`src/rtl/gcd_pkg.sv`:
```
// Shared types for the GCD engine slice.
// State encoding and algorithm-select constants.
package gcd_pkg;

   typedef enum logic [1:0] {
      IDLE,
      CALC,
      DONE
   } state_t;

   localparam logic MODE_SUB = 1'b0;
   localparam logic MODE_BIN = 1'b1;

endpackage

```
`src/rtl/gcd_step.sv`:
```
// One GCD iteration: termination test or a single reduction.
// Pure combinational; the engine owns every register.
module gcd_step
   import gcd_pkg::*;
#(
   parameter int WIDTH = 8,
   parameter int K_W   = 4
) (
   input  logic [WIDTH-1:0] a,
   input  logic [WIDTH-1:0] b,
   input  logic [K_W-1:0]   k,
   input  logic             mode,
   output logic [WIDTH-1:0] a_nxt,
   output logic [WIDTH-1:0] b_nxt,
   output logic [K_W-1:0]   k_nxt,
   output logic             term,
   output logic [WIDTH-1:0] res
);

   always_comb begin
      a_nxt = a;
      b_nxt = b;
      k_nxt = k;
      term  = (a == '0) || (b == '0) || (a == b);
      // k only counts common factors of two, so the shift stays in range
      res   = (a == '0) ? (b << k) : (a << k);
      if (!term) begin
         if (mode == MODE_SUB) begin
            if (a > b) a_nxt = a - b;
            else       b_nxt = b - a;
         end else begin
            unique case ({a[0], b[0]})
               2'b00: begin
                  a_nxt = a >> 1;
                  b_nxt = b >> 1;
                  k_nxt = k + K_W'(1);
               end
               2'b01: a_nxt = a >> 1;
               2'b10: b_nxt = b >> 1;
               default: begin
                  if (a > b) a_nxt = a - b;
                  else       b_nxt = b - a;
               end
            endcase
         end
      end
   end

endmodule

```
`src/rtl/gcd_param_engine.sv`:
```
// Iterative GCD engine, subtractive or binary (Stein) per operation.
// valid/ready on both sides; one step per clock in CALC.
module gcd_param_engine
   import gcd_pkg::*;
#(
   parameter int WIDTH = 8,
   parameter int CNT_W = WIDTH + 1
) (
   input  logic             clk,
   input  logic             rst_n,
   input  logic             in_valid,
   output logic             in_ready,
   input  logic             mode,
   input  logic [WIDTH-1:0] a_in,
   input  logic [WIDTH-1:0] b_in,
   output logic             out_valid,
   input  logic             out_ready,
   output logic [WIDTH-1:0] result,
   output logic [CNT_W-1:0] iter,
   output logic             zero_in
);

   localparam int K_W = $clog2(WIDTH + 1);

   state_t           state;
   logic [WIDTH-1:0] a_q, b_q;
   logic [K_W-1:0]   k_q;
   logic             mode_q;

   logic [WIDTH-1:0] a_nxt, b_nxt, res;
   logic [K_W-1:0]   k_nxt;
   logic             term;

   gcd_step #(
      .WIDTH (WIDTH),
      .K_W   (K_W)
   ) u_step (
      .a     (a_q),
      .b     (b_q),
      .k     (k_q),
      .mode  (mode_q),
      .a_nxt (a_nxt),
      .b_nxt (b_nxt),
      .k_nxt (k_nxt),
      .term  (term),
      .res   (res)
   );

   assign in_ready  = (state == IDLE);
   assign out_valid = (state == DONE);

   always_ff @(posedge clk or negedge rst_n) begin
      if (!rst_n) begin
         state   <= IDLE;
         a_q     <= '0;
         b_q     <= '0;
         k_q     <= '0;
         mode_q  <= MODE_SUB;
         result  <= '0;
         iter    <= '0;
         zero_in <= 1'b0;
      end else begin
         unique case (state)
            IDLE: begin
               if (in_valid) begin
                  a_q     <= a_in;
                  b_q     <= b_in;
                  mode_q  <= mode;
                  k_q     <= '0;
                  iter    <= '0;
                  zero_in <= (a_in == '0) && (b_in == '0);
                  state   <= CALC;
               end
            end
            CALC: begin
               if (term) begin
                  result <= res;
                  state  <= DONE;
               end else begin
                  a_q <= a_nxt;
                  b_q <= b_nxt;
                  k_q <= k_nxt;
                  if (iter != '1) iter <= iter + CNT_W'(1);
               end
            end
            DONE: begin
               if (out_ready) state <= IDLE;
            end
            default: state <= IDLE;
         endcase
      end
   end

endmodule

```
`config.mk`:
```
export PLATFORM = sky130hd
export DESIGN_NAME = gcd_param_engine
export DESIGN_NICKNAME = d
export VERILOG_FILES = /design/src/rtl/gcd_pkg.sv /design/src/rtl/gcd_step.sv /design/src/rtl/gcd_param_engine.sv
export SDC_FILE = /design/constraint.sdc
export NUM_CORES = 1
export LEC_CHECK = 0
export ABC_AREA = 0
export BUFFER_PORTS_ARGS = -buffer_cell sky130_fd_sc_hd__buf_2
export CORE_UTILIZATION = 53
export CTS_CLUSTER_DIAMETER = 50
export DETAILED_ROUTE_END_ITERATION = 10
export GPL_TIMING_DRIVEN = 0
export HOLD_SLACK_MARGIN = 0.06
export PLACE_DENSITY = 0.8
export SKIP_LAST_GASP = 1
export SLEW_MARGIN = 30
export SYNTH_ARGS = -nofsm -noshare
export SYNTH_HDL_FRONTEND = slang
export SYNTH_SLANG_ARGS = --single-unit
```
`constraint.sdc`:
```
create_clock -name clk -period 2.75 [get_ports clk]
set_input_delay 0.825 -clock clk [delete_from_list [all_inputs] [get_ports clk]]
set_output_delay 0.825 -clock clk [all_outputs]
set_load 0.02 [all_outputs]
```
==> impl_summary.txt <==
----------------------------------------------------
[Cells and area]
  Share of post-route cells with drive strength above 1 ... 20.4%
  Area of all placed cells without fillers ... 0.00388 mm2
  Area growth syn-to-layout ... 16.8%
  Antenna cell count ... 0
  Non-Filler Instances ... roughly 540
  Final design utilization ... around 65%
  Net count of the finished layout ... 501
  Fillers ... ~510

[Logic synthesis]
  Gate Count Post-Synth ... roughly 400
  Count leader, synth ... sky130_fd_sc_hd__nand2_1
  Mapped cell area ... 0.00333 mm2
  Ys flop type ... sky130_fd_sc_hd__dfrtp_1
  Area share of the largest cell type after synthesis ... 30.9%
  Distinct cells, synth ... 72
  Portion of the post-synthesis area used by sequential elements ... 30.9%
  Share of flip-flops with an asynchronous set or reset after synthesis ... 100%
  Count of flip-flops with a built-in enable after synthesis ... 0
  Flop and latch count out of synthesis ... 41
  Post-synth top area cell ... sky130_fd_sc_hd__dfrtp_1
  Synth area leaders ... sky130_fd_sc_hd__dfrtp_1 (31%), sky130_fd_sc_hd__ha_1 (7.1%), sky130_fd_sc_hd__o21ai_0 (5.4%), sky130_fd_sc_hd__nand2_1 (5.1%), sky130_fd_sc_hd__mux2i_1 (4.2%)
  Synth cell count leaders ... sky130_fd_sc_hd__nand2_1 (45), sky130_fd_sc_hd__dfrtp_1 (41), sky130_fd_sc_hd__o21ai_0 (36)
  Count of warnings emitted by yosys ... 0
  Avg Inst Size Synth ... 8.23 um2
  Synth Net Count ... 446

[Clock network]
  Count of clock tree sinks ... 41
  Root Buffer ... sky130_fd_sc_hd__clkbuf_8
  Clock latency on the worst-skew pair ... 290 ps
  Clock tree buffer depth ... 2
  H-tree depth reported by CTS ... 2
  CTS Hold Bufs ... 0
  Total clock buffers created by CTS ... 5
  Post-CTS clock slew at the launch and capture registers of the worst setup and hold paths ... ~90 ps
  Clock tree from TritonCTS ... built

[Worst setup path]
  Most Frequent Cell on Critical Path ... sky130_fd_sc_hd__buf_6
  Critical register-to-register path endpoint ... a_q[2]
  Highest-delay cell along the critical path ... sky130_fd_sc_hd__dfrtp_2
  Top delay family on crit path ... compound AO/OA/AOI/OAI gates
  Total buffers and inverters traversed by the critical path ... 3
  Cell-by-cell listing of the critical path ... inv_1, ha_1, fa_1, nand2b_1, a211oi_2, o21ai_2, buf_6, buf_6, a211oi_1, o31ai_1
  R2r worst-path depth ... 10
  Kind of critical path ... reg2reg
  Crit path DAT ... 2890 ps
  Source of the worst register-to-register timing path ... a_q[0]
  Max incr delay on CP ... 430 ps
  Critical Path End Type ... register
  Required time reported for the critical path endpoint ... 2930 ps
  Max Fanout on Critical Path ... 10
  Flop2flop setup slack ... 40 ps
  Element type at the critical path start ... register
  Critical path launch point ... a_q[0]

[Outcome]
  Result of the run ... finished, final reports clean

[Placed design]
  Final Wtd Congestion ... about 0.97
  Total half-perimeter wirelength after legalization and detailed placement ... 7.33 mm
  Area post-placement ... between 0.003 and 0.004 mm2
  Number of buffers inserted by port buffering ... 40
  Number of placed cells counting well taps ... 519

[STA]
  Relative max-transition margin ... 51.6%
  Portion of the clock cycle consumed by the worst path in the final layout ... 98.5%
  Max Transition Viols Final ... 0
  Count of final hold-check violations ... 0
  Worst-margin pin slew ... 717 ps
  Final clock skew ... 5.99 ps
  FMAX ... 369 MHz
  Clock period minus final worst setup slack ... 2710 ps
  Setup repair after global routing missed its margin ... true
  Final setup violation count ... 0

[Routing]
  Number of vias in the routed layout ... 3,388
  DRC viols ... 0
  Routed length per placed instance ... 18.5 um
  Detailed router's first-iteration violation count ... 340
  Wire length reported by the detailed router ... slightly below 10 mm
  Routed via count divided by cell count ... 6.33
  Number of optimization iterations in the first detailed-route pass ... 5
  Number of routed nets with antenna violations ... 0

[Floorplanning]
  Core box area ... 0.00599 mm2
  Starting Density ... 55.5%
  Die boundary width ... 81.2 um
  Area enclosed by the die boundary ... 0.00660 mm2
  Top-Level Pins ... 41
  Die Y ... 81.2 um
  Floorplan row count ... 28

[GRT]
  Number of antenna violations at the first check in global routing ... 0
  Number of global-route vias before repair ... 3,131
  Largest net degree at the start of global routing ... 42
  Global route overflow ... 0
  Global-route wire length before repair ... 15.3 mm
  Global router's overall resource usage ... 30.6%

[Worst hold path]
  Min-delay worst type ... reg2reg
  Instance count along the most critical hold path ... 2
  Min-Delay Startpoint ... zero_in
  Hold Path Sink ... zero_in

[Job]
  Max cap viols ... 0

----------------------------------------------------
==> cell type report <==
class / instances / area [um2] / area share (%)
repair buffers: 48 / 263 / 6.76
multi-input cells: 317 / 2150 / 55.5
well taps: 75 / 93.8 / 2.42
plain buffers: 20 / 104 / 2.67
inverters: 26 / 97.6 / 2.51
clock buffers: 5 / 68.8 / 1.77
flip-flops and latches: 41 / 1030 / 26.6
clock inverters: 3 / 68.8 / 1.77
==> how the worst max path moves through the flow <==
stage | slack, ps | end | cells after the start
2_1_floorplan | 180 | b_q[7] | 10
3_3_place_gp | -170 | b_q[7] | 10
3_5_place_dp | -200 | b_q[7] | 10
4_1_cts | 20 | result[7] | 9
5_1_grt | -40 | b_q[3] | 9
6_report | 40 | a_q[2] | 10
==> placed cells by master (no fill, tap or decap), types with 7 or more instances in the layout <==
cell / synthesis / layout
sky130_fd_sc_hd__a21oi_1: 24 / 24
sky130_fd_sc_hd__and3_1: 7 / 7
sky130_fd_sc_hd__buf_2: 4 / 43
sky130_fd_sc_hd__buf_4: 1 / 10
sky130_fd_sc_hd__clkbuf_1: 9 / 9
sky130_fd_sc_hd__dfrtp_1: 41 / 34
sky130_fd_sc_hd__dfrtp_2: 0 / 7
sky130_fd_sc_hd__ha_1: 19 / 19
sky130_fd_sc_hd__inv_1: 25 / 25
sky130_fd_sc_hd__mux2i_1: 14 / 14
sky130_fd_sc_hd__nand2_1: 45 / 45
sky130_fd_sc_hd__nand3_1: 9 / 8
sky130_fd_sc_hd__nor2_1: 33 / 33
sky130_fd_sc_hd__nor3_1: 10 / 9
sky130_fd_sc_hd__nor4_1: 8 / 8
sky130_fd_sc_hd__o21a_1: 7 / 7
sky130_fd_sc_hd__o21ai_0: 36 / 36
==> metal layers <==
| layer | GRT usage, % | routed length, um | vias up |
|---|---|---|---|
| met5 | 0 | 0 | - |
| met4 | 18.0 | 406 | 0 |
| met3 | 3.93 | 615 | 39 |
| met2 | 51.0 | 4690 | 156 |
| met1 | 37.7 | 4170 | 1600 |
| li1 | - | - | 1593 |
==> cell families after synthesis <==
group                    after synthesis  share of synthesized area, %
flip-flops                            41                          30.9
AND/OR/NAND/NOR                      146                          22.8
XOR/XNOR                               7                          1.84
buffers and inverters                 46                          5.94
AO/OA/AOI/OAI                        129                          26.0
multiplexers                          14                          4.21
adder cells (fa/ha/maj)               21                          8.35
==> through the flow <==
| step | hold WS (ps) | setup TNS [ps] | setup WS [ps] |
|---|---|---|---|
| finish | 484 | 0 | 41.8 |
| global route | 509 | -55.5 | -42.6 |
| CTS | 487 | 0 | 15.2 |
| detailed placement | 468 | -1120 | -197 |
| global placement | 445 | -717 | -171 |
| floorplan | 480 | 0 | 182 |
==> state kept, by name, indices dropped and copies added, names as in the netlist <==
name / cells
a_q: 8
state: 2
b_q: 8
result: 8
k_q: 4
iter: 9
mode_q: 1
zero_in: 1
==> worst min-delay path, cell delays in order (launching register included) <==
cell	delay [ps]
sky130_fd_sc_hd__dfrtp_1	350
sky130_fd_sc_hd__nand2_1	40
sky130_fd_sc_hd__o21ai_0	60
==> repair_timing <==
item | in CTS | in global routing
resized for setup | 4 | 15
setup buffers | 0 | 8
pin swaps | 0 | 2
setup endpoints to repair | 18 | 28
Power is left out: the tool's default activity adds up to more than one toggle a clock period on the data nets, which glitch-free logic cannot reach.
